===== config.mk =====
export PLATFORM = sky130hd
export DESIGN_NAME = rtf65002_icachectrl
export DESIGN_NICKNAME = d
export VERILOG_FILES = /design/src/rtl/rtf65002_icachectrl.sv
export SDC_FILE = /design/constraint.sdc
export NUM_CORES = 1
export LEC_CHECK = 0
export BUFFER_PORTS_ARGS = -buffer_cell sky130_fd_sc_hd__buf_2
export CAP_MARGIN = 10
export CORE_MARGIN = 5
export CORE_UTILIZATION = 50
export DETAILED_ROUTE_END_ITERATION = 8
export GPL_ROUTABILITY_DRIVEN = 1
export PLACE_DENSITY = 0.77
export SYNTH_ARGS = -nofsm -noshare
export SYNTH_HDL_FRONTEND = slang
export SYNTH_SLANG_ARGS = --single-unit

===== constraint.sdc =====
create_clock -name clk_i -period 2.4 [get_ports clk_i]
set_clock_uncertainty 0.15 [all_clocks]
set_input_delay 0.36 -clock clk_i [delete_from_list [all_inputs] [get_ports clk_i]]
set_output_delay 0.36 -clock clk_i [all_outputs]
set_load 0.02 [all_outputs]

===== src/rtl/rtf65002_icachectrl.sv =====
// rtf65002 instruction cache controller: miss detection, 4-beat
// WISHBONE line refill and whole-cache invalidate sweep.
module rtf65002_icachectrl #(
  parameter int LINES  = 256,
  parameter int SETTLE = 2
) (
  input  logic        clk_i,
  input  logic        rst_ni,
  input  logic        ic_en_i,
  input  logic        inv_i,
  input  logic        fetch_i,
  input  logic [31:0] pc_i,
  input  logic        hit0_i,
  input  logic        hit1_i,
  output logic        ready_o,
  output logic        busy_o,
  output logic        cyc_o,
  output logic        stb_o,
  output logic [2:0]  cti_o,
  output logic [1:0]  bte_o,
  output logic [33:0] adr_o,
  input  logic        ack_i,
  input  logic        err_i,
  output logic        dat_wr_o,
  output logic        tag_wr_o,
  output logic [33:0] tag_adr_o,
  output logic        fill_err_o
);

  typedef enum logic [2:0] {
    S_IDLE, S_CLR, S_FILL, S_SETTLE, S_INV
  } st_t;

  st_t         state, nstate;
  logic [31:0] pc_q;
  logic        pcstable;
  logic        inv_pend;
  logic [27:0] line_q;
  logic [1:0]  cnt_q;
  logic [7:0]  idx_q;
  logic [7:0]  scnt_q;
  logic        miss0, miss1;
  logic [27:0] line_nxt;

  assign miss0 = ic_en_i & fetch_i & pcstable & ~hit0_i;
  assign miss1 = ic_en_i & fetch_i & pcstable & ~hit1_i;
  // line index of pc+8: carry out of bit 3 into the line field
  assign line_nxt = pc_i[31:4] + {27'd0, pc_i[3]};

  always_ff @(posedge clk_i or negedge rst_ni) begin
    if (!rst_ni) state <= S_IDLE;
    else         state <= nstate;
  end

  always_ff @(posedge clk_i or negedge rst_ni) begin
    if (!rst_ni) begin
      pc_q     <= '0;
      pcstable <= 1'b0;
      inv_pend <= 1'b0;
      line_q   <= '0;
      cnt_q    <= '0;
      idx_q    <= '0;
      scnt_q   <= '0;
    end else begin
      pc_q     <= pc_i;
      pcstable <= (pc_i == pc_q);
      if (inv_i)
        inv_pend <= 1'b1;
      else if (state == S_IDLE && inv_pend)
        inv_pend <= 1'b0;
      if (state == S_IDLE && !inv_pend) begin
        if (miss0)      line_q <= pc_i[31:4];
        else if (miss1) line_q <= line_nxt;
      end
      if (state == S_CLR)
        cnt_q <= '0;
      else if (state == S_FILL && ack_i && !err_i)
        cnt_q <= cnt_q + 2'd1;
      idx_q  <= (state == S_INV) ? idx_q + 8'd1 : 8'd0;
      scnt_q <= (state == S_SETTLE) ? scnt_q + 8'd1 : 8'd0;
    end
  end

  always_comb begin
    nstate = state;
    unique case (state)
      S_IDLE: begin
        unique case (1'b1)
          inv_pend:      nstate = S_INV;
          miss0 | miss1: nstate = S_CLR;
          default:       nstate = S_IDLE;
        endcase
      end
      S_CLR:  nstate = S_FILL;
      S_FILL: begin
        if (err_i)
          nstate = S_SETTLE;
        else if (ack_i && cnt_q == 2'd3)
          nstate = S_SETTLE;
      end
      S_SETTLE: begin
        if (scnt_q == 8'(SETTLE - 1))
          nstate = S_IDLE;
      end
      S_INV: begin
        if (idx_q == 8'(LINES - 1))
          nstate = S_SETTLE;
      end
      default: nstate = S_IDLE;
    endcase
  end

  always_comb begin
    cyc_o      = 1'b0;
    stb_o      = 1'b0;
    cti_o      = 3'b000;
    bte_o      = 2'b00;
    adr_o      = '0;
    dat_wr_o   = 1'b0;
    tag_wr_o   = 1'b0;
    tag_adr_o  = '0;
    fill_err_o = 1'b0;
    unique case (state)
      S_CLR: begin
        tag_wr_o  = 1'b1;
        tag_adr_o = {2'b00, line_q, 2'b11, 2'b00};
      end
      S_FILL: begin
        cyc_o = 1'b1;
        stb_o = 1'b1;
        adr_o = {2'b00, line_q, cnt_q, 2'b00};
        cti_o = (cnt_q == 2'd3) ? 3'b111 : 3'b010;
        // tag RAM keeps only the cnt=3 write, which marks the line valid
        if (err_i) begin
          fill_err_o = 1'b1;
        end else if (ack_i) begin
          dat_wr_o  = 1'b1;
          tag_wr_o  = 1'b1;
          tag_adr_o = {2'b00, line_q, cnt_q, 2'b01};
        end
      end
      S_INV: begin
        tag_wr_o  = 1'b1;
        tag_adr_o = {22'h0, idx_q, 2'b11, 2'b00};
      end
      default: ;
    endcase
  end

  assign busy_o  = (state != S_IDLE);
  assign ready_o = (state == S_IDLE) & ic_en_i & pcstable
                 & hit0_i & hit1_i;

endmodule


==> run metrics <==
Crit Path Max Fanout=8; Setup crit start=state[0]; Routed Antenna Nets=0; crit path DAT=approximately 1.8 ns; reg2reg start=state[1]; register bit total from synthesis=83; setup TNS=0 ns; die width=104 microns; DRT Pass-1 Iters=4; status=completed; Hold Crit Class=in -> reg; drc violations=0; initial cell density of the core=50.8%; Rel. slew slack=about two thirds; share of layout cells above drive strength 1=27.7%; Slew Limit Fails=0; fillers=roughly 740; Mean Syn Cell Area=about 10 sq um; r2r endpoint=line_q[24]; TritonCTS buffer count=9; commonest non-fill, non-tap cell in the layout=buf_2; clk root buf=clkbuf_8; # clock sinks=83; RSZ-0062 raised after global routing=true; Final Hold Violating Endpoints=0; largest net degree at the start of global routing=79; routed wire length=a little over 10000 microns; die height=around 100 microns; crit share post-route=a little over nine tenths; CP Capture Point=tag_adr_o[11]; Post-synth EDFFs=0; Multi-input gate area=roughly 0.0022 sq mm; synth warn=0; Synth cell types=47; most common flop cell mapped by yosys=dfrtp_1; H-tree Lvls=3; post-layout util=approximately 63%; GR Overflow Total=0; crit start category=flip-flop; via/cell ratio=5.26; synthesis-to-finish area growth=24.7%; Post-Synthesis Cells=around 440; Worst Reg2Reg Path Length in Cells=7; # rows=34; Yosys top cell area share=a little under half; crit path kind=reg -> out; GRT Total Usage=19.0%; Max Cap Viol=0; global-route wire length before repair=between 15000 and 20000 microns; peak supply drop=~0.38 mV; Iter 0 DRT Violations=200; fin nets=slightly above 600; CTS tree=yes; via count=3533; total power=3.67 mW; asr flop ratio synth=100%; Worst Setup End Kind=output pin; pwr/cell area=approximately 670 mW/mm^2; Reg area=just over 0.002 sq mm; routability cong.=0.817; IO Port Bufs=about 110; static leakage=around 2.7 nW; Achievable Freq=0.429 GHz; wire per inst=15.4 microns; Synth area leaders=dfrtp_1, xor2_1, and2_1; initial antenna violation count=0; CP required=around 1.9 ns; Worst Tran Pin Value=approximately 0.51 ns; crit path time final=approximately 2.3 ns; register area share after synthesis=around 47%; Post-Syn Area=approximately 0.0044 sq mm; Placed Cells=647; Core Footprint=roughly 0.0087 sq mm; worst-skew pair later-pin latency=around 0.35 ns; final non-filler cell total=672; vias in the first global route=3449; ANT cells=0; Yosys top cell by area=dfrtp_1; deepest clock path buffer count=2; Clk pin slew, worst setup/hold paths=0.08 ns; commonest non-fill, non-tap cells in the layout=buf_2, dfrtp_1, xor2_1; Final setup viols=0; DP HPWL=slightly below 8000 microns; Die ar.=about 0.011 sq mm; IO Count=~120; flop2flop setup slack=approximately 0.22 ns
-- metrics by stage --
stage,area [sq um],hold slack [ns],setup WS (ns)
after floorplan,4440,-0.0856,0.286
after global placement,5050,0.0279,0.328
after detailed placement,5050,0.0299,0.295
after CTS,5310,0.000523,0.0133
after global routing,5500,0.0106,-0.0348
final,5500,0.0226,0.0670
-- worst max-delay path, cell delays in order (launching register included) --
cell and delay (ns):
dfrtp_2 0.46, nor4b_4 0.28, a21oi_2 0.08, nor2_4 0.21
buf_6 0.16, a22o_1 0.16, buf_6 0.13
-- where the power goes --
group | internal, mW | leakage, nW | switching, mW
logic | 0.424 | 1.49 | 0.695
clock network | 0.531 | 0.0995 | 0.458
registers | 1.49 | 1.07 | 0.0769
total | 2.44 | 2.66 | 1.23
-- final cells by class --
class | instances | area share [%]
clock inverters | 2 | 0.637
clock buffers | 13 | 2.89
flip-flops and latches | 83 | 37.8
inverters | 5 | 0.341
multi-input cells | 332 | 40.2
well taps | 108 | 2.46
repair buffers | 129 | 15.7
-- state kept, by name, summed over array words and instances, names as in the netlist --
register / cells
pcstable: 1
cnt_q: 2
line_q: 28
idx_q: 8
state: 3
scnt_q: 8
inv_pend: 1
pc_q: 32
-- how the worst min path moves through the flow --
stage               slack [ns]  cells past startpoint    start        to
floorplan                -0.09                      0   rst_ni  cnt_q[0]
global placement          0.03                      1   rst_ni  idx_q[5]
detailed placement        0.03                      1   rst_ni  idx_q[7]
CTS                     0.0005                      1  pc_i[4]   pc_q[4]
global route              0.01                      1  pc_i[4]   pc_q[4]
finish                    0.02                      1  pc_i[4]   pc_q[4]
-- cells by family after synthesis --
kind of cell               share of synthesized area, %
DFF                                                47.1
xor gates and xnor gates                           14.3
muxes                                              1.16
AOI/OAI and AO/OA                                  6.84
and+or+nand+nor                                    24.6
adders and majority gates                          1.70
buffers and inverters                              4.20
other                                            0.0850
-- repair_timing --
action,4_1_cts,5_1_grt
setup buffers,1,2
setup endpoints to repair,28,56
gates cloned,0,2
hold buffers,5,0
pin swaps,0,6
gates resized for setup,2,52
endpoints found under the hold margin,87,0
-- cells in the mapped netlist (3+ instances only) --
| cell | instances |
|---|---|
| o21ai_1 | 12 |
| xnor2_1 | 11 |
| nor4_1 | 11 |
| dfrtp_1 | 83 |
| mux2i_1 | 4 |
| xor2_1 | 61 |
| a21o_1 | 3 |
| ha_1 | 6 |
| nand3_1 | 19 |
| buf_4 | 13 |
| nand4_1 | 14 |
| a22o_1 | 8 |
| nand2_1 | 40 |
| o21ai_0 | 14 |
| a21oi_1 | 3 |
| and2_1 | 53 |
| o21ai_2 | 3 |
| nor2_1 | 26 |
| clkbuf_1 | 11 |
| buf_2 | 4 |
| inv_1 | 4 |
| and3_1 | 8 |
-- per-layer routing --
layer / up-vias / global-route usage, % / routed length [microns]
li1: 1713 / - / -
met1: 1708 / 25.6 / 4580
met2: 101 / 29.5 / 5070
met3: 11 / 5.52 / 603
met4: 0 / 6.38 / 113
met5: - / 0 / 0
No activity file was read; power rests on OpenSTA's default activity.
